## src/rtl/guess_entry_pkg.sv

```systemverilog
// Shared definitions for the guess entry block: digit geometry, blank code
// and the entry FSM state encoding.
package guess_entry_pkg;

    localparam int DIGIT_W        = 4;
    localparam int DEF_NUM_DIGITS = 4;
    localparam int GUESS_W        = DIGIT_W * DEF_NUM_DIGITS;
    localparam int CNT_W          = 3;
    localparam logic [DIGIT_W-1:0] DEF_BLANK = 4'hF;

    typedef enum logic [1:0] {
        ST_COLLECT = 2'd0,
        ST_CHECK   = 2'd1,
        ST_OFFER   = 2'd2
    } state_t;

    // A switch value is a legal BCD digit only in the range 0..9.
    function automatic logic is_digit(input logic [DIGIT_W-1:0] value);
        return value <= 4'd9;
    endfunction

endpackage

```

## src/rtl/guess_entry_dup_check.sv

```systemverilog
// Combinational repeat detector: flags any pair of equal nibbles among four.
module dup_check
    import guess_entry_pkg::*;
(
    input  logic [DIGIT_W-1:0] d0,
    input  logic [DIGIT_W-1:0] d1,
    input  logic [DIGIT_W-1:0] d2,
    input  logic [DIGIT_W-1:0] d3,
    output logic               dup
);

    assign dup = (d0 == d1) || (d0 == d2) || (d0 == d3) ||
                 (d1 == d2) || (d1 == d3) || (d2 == d3);

endmodule

```

## src/rtl/guess_entry.sv

```systemverilog
// Collects four BCD digits from debounced buttons, rejects illegal or
// repeating guesses, and offers a legal guess over a valid/ready handshake.
//
// Handshake: guess_valid rises only with a complete, repeat-free guess and then
// holds, with guess stable, until the edge at which guess_ready is also 1;
// that edge is the transfer. guess_ready has no effect while guess_valid is 0.
module guess_entry
    import guess_entry_pkg::*;
#(
    parameter int                 NUM_DIGITS = DEF_NUM_DIGITS,
    parameter logic [DIGIT_W-1:0] BLANK      = DEF_BLANK
) (
    input  logic               clk,
    input  logic               rst,
    input  logic               enter,
    input  logic               clear,
    input  logic [DIGIT_W-1:0] in,
    input  logic               guess_ready,
    output logic               guess_valid,
    output logic [GUESS_W-1:0] guess,
    output logic [GUESS_W-1:0] disp,
    output logic [CNT_W-1:0]   digit_count,
    output logic               err,
    output logic [3:0]         attempts,
    output state_t             fsm_state
);

    localparam logic [GUESS_W-1:0] ALL_BLANK = {NUM_DIGITS{BLANK}};
    localparam logic [CNT_W-1:0]   LAST_IDX  = CNT_W'(NUM_DIGITS - 1);

    state_t             state_q, state_d;
    logic [GUESS_W-1:0] digits_q, digits_d;
    logic [GUESS_W-1:0] disp_q, disp_d;
    logic [GUESS_W-1:0] guess_q, guess_d;
    logic [CNT_W-1:0]   count_q, count_d;
    logic               valid_q, valid_d;
    logic               err_q, err_d;
    logic [3:0]         attempts_q, attempts_d;
    logic               repeat_found;

    // digits_q[15:12] holds the first entered digit once four are in.
    dup_check u_dup_check (
        .d0  (digits_q[15:12]),
        .d1  (digits_q[11:8]),
        .d2  (digits_q[7:4]),
        .d3  (digits_q[3:0]),
        .dup (repeat_found)
    );

    always_ff @(posedge clk) begin
        if (rst) begin
            state_q    <= ST_COLLECT;
            digits_q   <= '0;
            disp_q     <= ALL_BLANK;
            guess_q    <= '0;
            count_q    <= '0;
            valid_q    <= 1'b0;
            err_q      <= 1'b0;
            attempts_q <= '0;
        end else begin
            state_q    <= state_d;
            digits_q   <= digits_d;
            disp_q     <= disp_d;
            guess_q    <= guess_d;
            count_q    <= count_d;
            valid_q    <= valid_d;
            err_q      <= err_d;
            attempts_q <= attempts_d;
        end
    end

    always_comb begin
        state_d    = state_q;
        digits_d   = digits_q;
        disp_d     = disp_q;
        guess_d    = guess_q;
        count_d    = count_q;
        valid_d    = valid_q;
        err_d      = 1'b0;
        attempts_d = attempts_q;

        case (state_q)
            ST_COLLECT: begin
                if (clear) begin
                    count_d = '0;
                    disp_d  = ALL_BLANK;
                end else if (enter) begin
                    if (is_digit(in)) begin
                        digits_d = {digits_q[GUESS_W-DIGIT_W-1:0], in};
                        count_d  = count_q + 1'b1;
                        // The display fills from the top nibble downward.
                        for (int i = 0; i < NUM_DIGITS; i++) begin
                            if (count_q == CNT_W'(i)) begin
                                disp_d[GUESS_W-1-DIGIT_W*i -: DIGIT_W] = in;
                            end
                        end
                        if (count_q == LAST_IDX) begin
                            state_d = ST_CHECK;
                        end
                    end else begin
                        err_d = 1'b1;
                    end
                end
            end
            ST_CHECK: begin
                if (repeat_found) begin
                    err_d   = 1'b1;
                    count_d = '0;
                    disp_d  = ALL_BLANK;
                    state_d = ST_COLLECT;
                end else begin
                    guess_d = digits_q;
                    valid_d = 1'b1;
                    state_d = ST_OFFER;
                end
            end
            ST_OFFER: begin
                if (guess_ready) begin
                    valid_d = 1'b0;
                    count_d = '0;
                    disp_d  = ALL_BLANK;
                    state_d = ST_COLLECT;
                    if (attempts_q != 4'hF) begin
                        attempts_d = attempts_q + 4'd1;
                    end
                end
            end
            default: begin
                state_d = ST_COLLECT;
            end
        endcase
    end

    assign guess_valid = valid_q;
    assign guess       = guess_q;
    assign disp        = disp_q;
    assign digit_count = count_q;
    assign err         = err_q;
    assign attempts    = attempts_q;
    assign fsm_state   = state_q;

endmodule

```

## config.mk

```make
export PLATFORM = sky130hd
export DESIGN_NAME = guess_entry
export DESIGN_NICKNAME = d
export VERILOG_FILES = /design/src/rtl/guess_entry_pkg.sv /design/src/rtl/guess_entry_dup_check.sv /design/src/rtl/guess_entry.sv
export SDC_FILE = /design/constraint.sdc
export NUM_CORES = 1
export LEC_CHECK = 0
export ABC_AREA = 1
export CORE_UTILIZATION = 47
export CTS_CLUSTER_DIAMETER = 80
export DETAILED_ROUTE_END_ITERATION = 8
export PLACE_DENSITY = 0.86
export RECOVER_POWER = 100
export SLEW_MARGIN = 25
export SYNTH_ARGS = -nofsm -noshare
export SYNTH_HDL_FRONTEND = slang
export SYNTH_SLANG_ARGS = --single-unit
```

## constraint.sdc

```tcl
create_clock -name clk -period 1.9 [get_ports clk]
set_clock_uncertainty 0.15 [all_clocks]
set_input_delay 0.38 -clock clk [delete_from_list [all_inputs] [get_ports clk]]
set_output_delay 0.38 -clock clk [all_outputs]
set_load 0.005 [all_outputs]
```

==> impl_metrics.csv, run 1 <==
group,metric,value,unit
status,result_of_the_run,"finished, final reports clean",
synth,number_of_enable_flip_flop_cells_after_synthesis,0,
setup_path,critical_path.slowest_cell,"sky130_fd_sc_hd__clkdlybuf4s50_1",
synth,synthCells,427,
pwr,irDropWorstVdd,571,µV
finish,filler_cell_count,446,
synth,synth_largest_type_area_fraction,40.0,%
synth,yosysTopAreaCell,"sky130_fd_sc_hd__dfxtp_1",
setup_path,worst-endpoint-arrival,1.94,ns
floorplanning,die_area,6610,µm²
timing,report.final.setup_viol,0,
setup_path,rrSetupSlack,0.05,ns
synth,postSynthRegisterBits,59,
pwr,power-per-cell-area,927,nW/µm²
setup_path,crit_path_max_cell_delay,0.63,ns
placed_design,place_congestion,0.871,
finish,diodes,0,
hold_path,hold_path.startpoint,"guess[12]",
floorplanning,rows,28,
clock_network,hold_buffers,0,
floorplanning,initial_core_utilization,49.3,%
setup_path,path_delay_family,"buffers and inverters",
floorplanning,die_x,81.3,µm
routing,detail_route.iter0.violations,294,
clock_network,cts_buffer_depth,2,
clock_network,cts.sink_count,59,
finish,nNetsFinal,530,
timing,finalCriticalPeriod,1.86,ns
floorplanning,chipHeight,81.3,µm
synth,post_synth.cell_area_avg,6.92,µm²
finish,fraction_of_final_layout_cells_sized_beyond_drive_strength_1,21.9,%
synth,synth.yosys.seq_area_share,40.0,%
finish,layout.cells.non_filler,591,
setup_path,required_arrival_time_at_the_worst_endpoint,1.98,ns
placed_design,dp.cells,565,
setup_path,critical_path.reg2reg.endpoint,"disp[9]",
hold_path,min_to,"guess[12]",
synth,synth.top_cells.by_count,"sky130_fd_sc_hd__nand2_1, sky130_fd_sc_hd__dfxtp_1, sky130_fd_sc_hd__a21oi_1",
setup_path,worst-path-buf-inv,3,
timing,post_route_fraction_of_the_period_consumed_by_the_critical_path,97.8,%
hold_path,min_delay_path_depth,2,
synth,yosysWarningCount,0,
global_route,grt_overflow,0,
job,cap_viol_max_count,0,
global_route,wire_length_of_the_first_global_routing_pass,13000,µm
routing,dr.pass1.iters,5,
synth,post-synth-top-count-cell,"sky130_fd_sc_hd__nand2_1",
setup_path,worst-r2r-cell-count,11,
routing,drt_drc_violations_left,0,
setup_path,crit_path_end_kind,"register",
timing,final_hold_viol_count,0,
global_route,grt_start_max_net_pins,28,
setup_path,start_kind,"input pin",
synth,synthArstFlopShare,0,%
setup_path,path_max_fanout,5,
timing,max_freq,0.538,GHz
placed_design,hpwlAfterDp,5370,µm
floorplanning,core_area,5990,µm²
placed_design,buffer_ports.inserted,51,
finish,final_util,70.2,%
clock_network,clockRootBuffer,"sky130_fd_sc_hd__clkbuf_8",
routing,wirelength,8670,µm
clock_network,clock_insertion_delay_worst_skew,0.35,ns
global_route,global_route.usage.total,25.6,%
routing,wire_per_inst,14.7,µm
routing,routed-via-count,3252,
pwr,leakagePower,1.89,nW
routing,vias_per_cell,5.50,
hold_path,hold_path.class,"register to register",
floorplanning,io-pin-count,52,
setup_path,path_cells,"clkdlybuf4s50_1 > nor2_4 > inv_4 > a21oi_1 > nor3_2 > buf_4 > nand3_2 > nand2_1 > nand3_1",
timing,rsz0062_at_grt,"true",
timing,worst-slew-pin-transition,0.391,ns
synth,yosys.cell_types.count,31,
clock_network,tritoncts,"built",
synth,ys_top_cells_by_area,"sky130_fd_sc_hd__dfxtp_1, sky130_fd_sc_hd__nand2_1, sky130_fd_sc_hd__a21oi_1",
timing,slew_headroom,73.9,%
global_route,grt_antenna_before_repair,0,
synth,ys.flop_type,"sky130_fd_sc_hd__dfxtp_1",
finish,area.growth.synth_to_final,42.2,%
clock_network,tritoncts.num_buffers,9,
routing,ant_nets,0,
timing,final-max-slew-violation-count,0,
setup_path,worstReg2RegStart,"fsm_state[1]",
synth,syn_nets,446,
synth,cell_area_after_technology_mapping,2960,µm²
clock_network,cts_max_level,3,
global_route,number_of_global_route_vias_before_repair,2825,
setup_path,worst-setup-path-type,"input pin to register",
clock_network,path_clk_slew,0.07,ns
cells by family (layout without fill, tap and decap cells):
logic type | count (synthesis) | in the layout | synth area share (%)
DFF | 59 | 59 | 40.0
adders and majority gates | 10 | 10 | 4.23
and+or+nand+nor | 224 | 226 | 34.5
buffers and inverters | 65 | 152 | 9.31
AOI/OAI and AO/OA | 69 | 69 | 12.0
area by class of cell:
class	count	area, µm²	share of cell area (%)
Clock buffer	9	124	2.95
Clock inverter	7	149	3.54
Inverter	48	185	4.41
Multi-Input combinational cell	305	1610	38.3
Sequential cell	59	1210	28.7
Tap cell	75	93.8	2.23
Timing Repair Buffer	88	836	19.9
power by group:
| group | internal [W] | leakage, nW | switching, W |
|---|---|---|---|
| clock network | 0.00102 | 0.136 | 0.000561 |
| registers | 0.00133 | 0.490 | 0.0000854 |
| logic | 0.000416 | 1.27 | 0.000482 |
| total | 0.00277 | 1.89 | 0.00113 |
metal layers:
| layer | wire (µm) | global-route usage (%) | vias up |
|---|---|---|---|
| met3 | 584 | 5.96 | 24 |
| met1 | 3710 | 32.6 | 1506 |
| met4 | 204 | 9.64 | 0 |
| met2 | 4170 | 41.8 | 145 |
| li1 | - | - | 1577 |
| met5 | 0 | 0 | - |
layout by cell type, fill, tap and decap left out, drive strengths merged, types with 10 or more instances in the layout:
cell type      instances
inv                   49
clkbuf                10
nand2                136
a21oi                 44
nor2                  21
dfxtp                 59
buf                   36
ha                    10
nand3                 45
clkdlybuf4s50         43
nand4                 16
o21ai                 22
worst reg2reg max path, cell delays in order, from the launching register on:
cell and delay (ns):
sky130_fd_sc_hd__dfxtp_2 0.35, sky130_fd_sc_hd__inv_1 0.07, sky130_fd_sc_hd__ha_2 0.21, sky130_fd_sc_hd__inv_2 0.07, sky130_fd_sc_hd__nor2_4 0.04, sky130_fd_sc_hd__inv_4 0.10
sky130_fd_sc_hd__a21oi_1 0.07, sky130_fd_sc_hd__nor3_2 0.20, sky130_fd_sc_hd__buf_4 0.18, sky130_fd_sc_hd__nand3_2 0.12, sky130_fd_sc_hd__nand2_1 0.10, sky130_fd_sc_hd__nand3_1 0.07
flip-flops by register name (all words and copies together) (netlist names):
| signal | cells |
|---|---|
| err | 1 |
| guess_valid | 1 |
| digit_count | 3 |
| attempts | 4 |
| fsm_state | 2 |
| guess | 16 |
| digits_q | 16 |
| disp | 16 |
repair_timing:
action | 4_1_cts | 5_1_grt
setup endpoints to repair | 15 | 44
gates resized for setup | 4 | 43
cloned | 1 | 1
pin swaps | 2 | 8
setup buffers | 2 | 6
per-stage QoR:
step	power (W)	setup TNS (ns)	hold slack (ns)	instance area, µm²	worst slack, ns
2_1_floorplan	0.00187	-0.142	0.303	2960	-0.0188
3_3_place_gp	0.00215	-4.53	0.289	3700	-0.237
3_5_place_dp	0.00218	-5.27	0.297	3700	-0.319
4_1_cts	0.00376	0	0.315	4010	0.0150
5_1_grt	0.00405	-0.155	0.323	4200	-0.0295
6_report	0.00389	0	0.311	4200	0.0427
how the worst max path moves through the flow:
stage               end    startpoint  cells after the start
3_5_place_dp   disp[15]         enter                      8
5_1_grt         disp[7]  fsm_state[0]                     11
4_1_cts         disp[7]  fsm_state[0]                     11
3_3_place_gp   disp[11]         enter                      9
6_report        disp[9]         clear                      9
2_1_floorplan  disp[10]  fsm_state[0]                      8
No activity file was read; power rests on OpenSTA's default activity.
==> inputs of run 2 (changes only) <==
--- a/config.mk
+++ b/config.mk
@@ -6,10 +6,10 @@
 export NUM_CORES = 1
 export LEC_CHECK = 0
 export ABC_AREA = 1
-export CORE_UTILIZATION = 47
+export CORE_UTILIZATION = 55
 export CTS_CLUSTER_DIAMETER = 80
 export DETAILED_ROUTE_END_ITERATION = 8
-export PLACE_DENSITY = 0.86
+export PLACE_DENSITY = 0.94
 export RECOVER_POWER = 100
 export SLEW_MARGIN = 25
 export SYNTH_ARGS = -nofsm -noshare
==> constraint.sdc (replaced) <==
create_clock -name clk -period 2.2 [get_ports clk]
set_clock_uncertainty 0.15 [all_clocks]
set_input_delay 0.44 -clock clk [delete_from_list [all_inputs] [get_ports clk]]
set_output_delay 0.44 -clock clk [all_outputs]
set_load 0.005 [all_outputs]
==> run 2 against run 1 <==
  * Sequential share of layout area up 2.3 points
  * Via count shrank 5.4%
  * Flip-flop and latch count did not move
  * Clock-buffer cell count grew 1
  * Die area down 14%
  * Critical path depth grew 2
  * Register-to-register slack better by 0.12 ns
  * Global-route usage is 1.8 points higher
  * Cell count is 4.9% lower
  * Core utilization increased by 3.9 points
==> impl_metrics.csv, run 2 (synthesized netlist as in run 1, its figures left out) <==
group,metric,value,unit
status,result_of_the_run,"finished, final reports clean",
setup_path,worst-setup-path-type,"register to register",
clock_network,path_clk_slew,0.07,ns
timing,slew_headroom,68.2,%
floorplanning,die_x,75.3,µm
floorplanning,chipHeight,75.3,µm
setup_path,required_arrival_time_at_the_worst_endpoint,2.32,ns
global_route,number_of_global_route_vias_before_repair,2612,
hold_path,hold_path.class,"register to register",
finish,layout_commonest_cell,"sky130_fd_sc_hd__nand2_1",
clock_network,cts_max_level,3,
finish,multi_input_comb_area,1510,µm²
clock_network,cts.sink_count,59,
placed_design,dp.cells,547,
finish,fraction_of_final_layout_cells_sized_beyond_drive_strength_1,12.2,%
floorplanning,io-pin-count,52,
routing,drt_drc_violations_left,0,
timing,report.final.setup_viol,0,
clock_network,cts_setup_buffers,0,
clock_network,tritoncts.num_buffers,9,
pwr,irDropWorstVdd,384,µV
clock_network,tritoncts,"built",
clock_network,clockRootBuffer,"sky130_fd_sc_hd__clkbuf_8",
setup_path,crit_top_cell,"sky130_fd_sc_hd__nand2_1",
clock_network,hold_buffers,0,
floorplanning,initial_core_utilization,57.5,%
clock_network,cts_buffer_depth,2,
timing,setup_tns_after_final_layout,0,ns
placed_design,buffer_ports.inserted,51,
timing,final_hold_viol_count,0,
routing,vias_per_cell,5.47,
routing,routed-via-count,3075,
pwr,leakagePower,1.76,nW
setup_path,path_max_fanout,18,
timing,max_freq,0.494,GHz
global_route,grt_start_max_net_pins,33,
timing,post_route_fraction_of_the_period_consumed_by_the_critical_path,92.1,%
clock_network,clock_insertion_delay_worst_skew,0.34,ns
placed_design,place_congestion,0.884,
floorplanning,core_area,5140,µm²
finish,diodes,0,
timing,final-max-slew-violation-count,0,
clock_network,cts_resized,0,
pwr,power-per-cell-area,770,nW/µm²
routing,wirelength,7570,µm
routing,detail_route.iter0.violations,264,
setup_path,critical_path.slowest_cell,"sky130_fd_sc_hd__dfxtp_1",
floorplanning,die_area,5670,µm²
timing,finalCriticalPeriod,2.03,ns
routing,dr.pass1.iters,6,
routing,ant_nets,0,
finish,area.sequential,1180,µm²
global_route,grt_antenna_before_repair,0,
finish,nNetsFinal,507,
job,cap_viol_max_count,0,
placed_design,hpwlAfterDp,5220,µm
finish,area.growth.synth_to_final,28.7,%
setup_path,path_cells,"inv_1 > nand2_1 > nand2_1 > nor2_1 > nand2_1 > nand2_1 > nor2_4 > nand3_4 > buf_4 > nand2_1 > a21oi_1",
setup_path,worst-endpoint-arrival,2.14,ns
routing,wire_per_inst,13.5,µm
finish,layout.cells.most_common_list,"sky130_fd_sc_hd__nand2_1, sky130_fd_sc_hd__dfxtp_1, sky130_fd_sc_hd__a21oi_1",
floorplanning,rows,26,
finish,layout.cells.non_filler,562,
timing,worst-slew-pin-transition,0.473,ns
setup_path,start_kind,"register",
global_route,grt_overflow,0,
global_route,wire_length_of_the_first_global_routing_pass,11700,µm
global_route,global_route.usage.total,27.4,%
finish,filler_cell_count,404,
setup_path,crit_path_max_cell_delay,0.46,ns
setup_path,crit_path_end_kind,"register",
timing,rsz0062_at_grt,"false",
==> run 2: cell count changes in the layout (fill, tap and decap cells not counted), sizes merged <==
cell,delta
clkbuf,+1
clkinvlp,+1
inv,-3
buf,-21
clkinv,+2
nand3,-2
clkdlybuf4s50,-35
dlygate4sd3,+35
bufinv,-2
==> run 2: power breakdown <==
group          internal [W]  switching (W)  total [W]
clock              0.000658       0.000434    0.00109
combinational      0.000269       0.000352   0.000620
sequential          0.00115      0.0000698    0.00122
total               0.00207       0.000855    0.00293
==> run 2: area by class of cell <==
class                      count  area share (%)
multi-input combinational    303            39.7
sequential                    59            31.0
timing repair buffer          67            16.6
inverter                      48            4.77
clock buffer                  10            3.62
tap                           70            2.30
clock inverter                 5            2.04
==> run 2: metrics by stage <==
step	total power (W)	util, %	hold WS [ns]	setup slack (ns)	instance area, µm²
6_report	0.00293	74.0	0.304	0.175	3800
5_1_grt	0.00305	74.0	0.324	0.00208	3800
4_1_cts	0.00294	74.1	0.311	0.183	3810
3_5_place_dp	0.00187	69.9	0.294	0.00771	3590
3_3_place_gp	0.00184	69.9	0.293	0.0900	3590
2_1_floorplan	0.00162	-	0.303	0.269	2960
==> run 2: critical path, delay by kind of cell, from the launching register on <==
family / cells / cell delay, ns
simple gates: 8 / 0.78
flops: 1 / 0.46
buf+inv: 2 / 0.40
compound gates: 1 / 0.15
==> run 2: metal layers <==
layer	part of all wire (%)	global-route usage (%)	routed length, µm	vias up
met5	0	0	0	-
met4	2.5	12.1	187	0
met3	7.9	5.82	596	18
met2	47	42.9	3570	132
met1	42	36.5	3220	1410
li1	-	-	-	1515
==> run 2: final timing paths <==
| check | slack [ns] | cells past startpoint | startpoint | to |
|---|---|---|---|---|
| setup reg to reg | 0.17 | 11 | digits_q[9] | guess[12] |
| setup / recovery | 0.17 | 11 | digits_q[9] | guess[12] |
| hold / removal | 0.30 | 2 | disp[9] | disp[9] |
| hold reg to reg | 0.30 | 2 | disp[9] | disp[9] |
==> inputs of run 3 (changes only) <==
--- a/config.mk
+++ b/config.mk
@@ -6,10 +6,10 @@
 export NUM_CORES = 1
 export LEC_CHECK = 0
 export ABC_AREA = 1
-export CORE_UTILIZATION = 55
+export CORE_UTILIZATION = 40
 export CTS_CLUSTER_DIAMETER = 80
 export DETAILED_ROUTE_END_ITERATION = 8
-export PLACE_DENSITY = 0.94
+export PLACE_DENSITY = 0.74
 export RECOVER_POWER = 100
 export SLEW_MARGIN = 25
 export SYNTH_ARGS = -nofsm -noshare
==> constraint.sdc (replaced) <==
create_clock -name clk -period 1.9 [get_ports clk]
set_clock_uncertainty 0.15 [all_clocks]
set_input_delay 0.38 -clock clk [delete_from_list [all_inputs] [get_ports clk]]
set_output_delay 0.38 -clock clk [all_outputs]
set_load 0.005 [all_outputs]
==> run 3 against run 2 <==
  * Cell count is 7.8% higher
  * Core utilization is 16 points lower
  * First-iteration DRC count is 4.2% lower
  * Combinational power is 24% higher
  * Worst setup slack worse by 0.11 ns
  * Sequential share of layout area is 1.2 points lower
  * Via count is 0.78% lower
  * Critical path depth is 9 lower
  * Clock power is 8% higher
  * Die area is 36% higher
  * Cell area is 5.8% higher
  * Global-route usage is 7.3 points lower
  * Largest cell class unchanged
==> impl_metrics.csv, run 3 (synthesized netlist as in run 1, its figures left out) <==
group,metric,value,unit
status,result_of_the_run,"finished, final reports clean",
timing,setup_ws,0.0629,ns
pwr,irDropWorstVdd,450,µV
timing,final_hold_viol_count,0,
timing,finalCriticalPeriod,1.84,ns
pwr,fin_total_pwr,0.00336,W
timing,slew_headroom,77.2,%
finish,multi_input_comb_area,1560,µm²
setup_path,worst-endpoint-arrival,1.31,ns
routing,vias_per_cell,5.03,
placed_design,buffer_ports.inserted,51,
routing,detail_route.iter0.violations,253,
global_route,global_route.usage.total,20.1,%
timing,report.final.setup_viol,0,
timing,post_route_fraction_of_the_period_consumed_by_the_critical_path,96.7,%
global_route,grt_overflow,0,
finish,layout.cell_area.non_filler,4030,µm²
routing,ant_nets,0,
setup_path,required_arrival_time_at_the_worst_endpoint,1.37,ns
setup_path,critical_path.slowest_cell,"sky130_fd_sc_hd__clkdlybuf4s50_1",
setup_path,crit_path_max_cell_delay,0.49,ns
clock_network,path_clk_slew,0.07,ns
global_route,grt_start_max_net_pins,22,
placed_design,hpwlAfterDp,5310,µm
clock_network,clockRootBuffer,"sky130_fd_sc_hd__clkbuf_8",
clock_network,tritoncts.num_buffers,9,
routing,wire_per_inst,12.7,µm
finish,diodes,0,
routing,wirelength,7700,µm
floorplanning,rows,30,
pwr,power-per-cell-area,835,nW/µm²
finish,fraction_of_final_layout_cells_sized_beyond_drive_strength_1,19.4,%
finish,filler_cell_count,671,
job,cap_viol_max_count,0,
floorplanning,initial_core_utilization,42.3,%
finish,area.sequential,1200,µm²
routing,routed-via-count,3051,
pwr,leakagePower,1.83,nW
timing,rsz0062_at_grt,"true",
global_route,number_of_global_route_vias_before_repair,2639,
floorplanning,die_x,88.0,µm
finish,layout_commonest_cell,"sky130_fd_sc_hd__nand2_1",
placed_design,dp_worst_setup_slack,-0.237,ns
setup_path,path_max_fanout,4,
clock_network,clock_insertion_delay_worst_skew,0.34,ns
setup_path,worst-path-buf-inv,2,
setup_path,start_kind,"register",
timing,worst-slew-pin-transition,0.340,ns
timing,final-max-slew-violation-count,0,
routing,dr.pass1.iters,5,
placed_design,post_dp_cell_area,3720,µm²
finish,nNetsFinal,524,
clock_network,cts.sink_count,59,
floorplanning,die_area,7740,µm²
global_route,grt_antenna_before_repair,0,
finish,area.growth.synth_to_final,36.2,%
global_route,wire_length_of_the_first_global_routing_pass,12100,µm
floorplanning,io-pin-count,52,
hold_path,hold_path.class,"register to register",
finish,layout.cells.most_common_list,"sky130_fd_sc_hd__nand2_1, sky130_fd_sc_hd__a21oi_1, sky130_fd_sc_hd__dfxtp_1",
clock_network,cts_buffer_depth,2,
routing,drt_drc_violations_left,0,
setup_path,rrSetupSlack,0.11,ns
setup_path,path_delay_family,"buffers and inverters",
floorplanning,chipHeight,88.0,µm
setup_path,worst-setup-path-type,"register to output pin",
placed_design,place_congestion,0.918,
timing,max_freq,0.544,GHz
setup_path,crit_path_end_kind,"output pin",
setup_path,path_cells,"clkbuf_4 > clkdlybuf4s50_1",
clock_network,tritoncts,"built",
floorplanning,core_area,6980,µm²
clock_network,hold_buffers,0,
clock_network,cts_max_level,3,
[run 3: cell types whose count changed in the layout (fill, tap and decap cells not counted), sizes merged]
cell / change
buf: +15
clkdlybuf4s50: +6
dlygate4sd3: -6
bufinv: -1
clkbuf: +1
clkinv: +1
inv: +1
nand3: +1
[run 3: metrics by stage]
stage	setup TNS [ns]	util (%)	std cells	hold slack (ns)
6_report	0	57.7	606	0.305
5_1_grt	-0.159	57.7	606	0.327
4_1_cts	0	56.4	602	0.314
3_5_place_dp	-4.80	53.3	585	0.295
3_3_place_gp	-4.32	53.3	585	0.291
2_1_floorplan	-0.142	-	427	0.303
[run 3: power breakdown]
part / switching [W] / internal (W) / total (W) / leakage, nW
clock: 0.000539 / 0.000641 / 0.00118 / 0.102
combinational: 0.000427 / 0.000342 / 0.000769 / 1.24
sequential: 0.0000791 / 0.00133 / 0.00141 / 0.489
total: 0.00104 / 0.00232 / 0.00336 / 1.83
[run 3: layer usage]
| layer | track usage, % | part of all wire [%] | vias up | wire, µm |
|---|---|---|---|---|
| met2 | 30.0 | 45 | 126 | 3450 |
| met5 | 0 | 0 | - | 0 |
| met4 | 8.35 | 1.5 | 0 | 116 |
| met3 | 4.24 | 6.8 | 10 | 525 |
| li1 | - | - | 1556 | - |
| met1 | 28.0 | 47 | 1359 | 3600 |
[run 3: worst paths after layout]
path                                    from             end  cells past startpoint
worst max register to register  digits_q[13]  digit_count[1]                     11
worst min-delay path                disp[13]        disp[13]                      2
worst min register to register      disp[13]        disp[13]                      2
worst max-delay path            fsm_state[1]    fsm_state[1]                      2
[run 3: area by class of cell]
type | count | share of cell area [%]
clock buffer | 10 | 3.42
clock inverter | 6 | 1.62
inverter | 48 | 4.60
multi-input combinational | 304 | 38.7
sequential | 59 | 29.8
tap | 96 | 2.98
timing repair buffer | 83 | 18.8
[run 3: tightest hold or removal path, cell delays in order (launching register included)]
cell                      delay [ns]
sky130_fd_sc_hd__dfxtp_1        0.32
sky130_fd_sc_hd__nand2_1        0.05
sky130_fd_sc_hd__nand3_1        0.05
[run 3: repair_timing]
| item | CTS | global route |
|---|---|---|
| cloned | 1 | 1 |
| gates resized for setup | 2 | 29 |
| setup buffers | 0 | 3 |
| pin swaps | 1 | 4 |
| setup endpoints to repair | 12 | 49 |
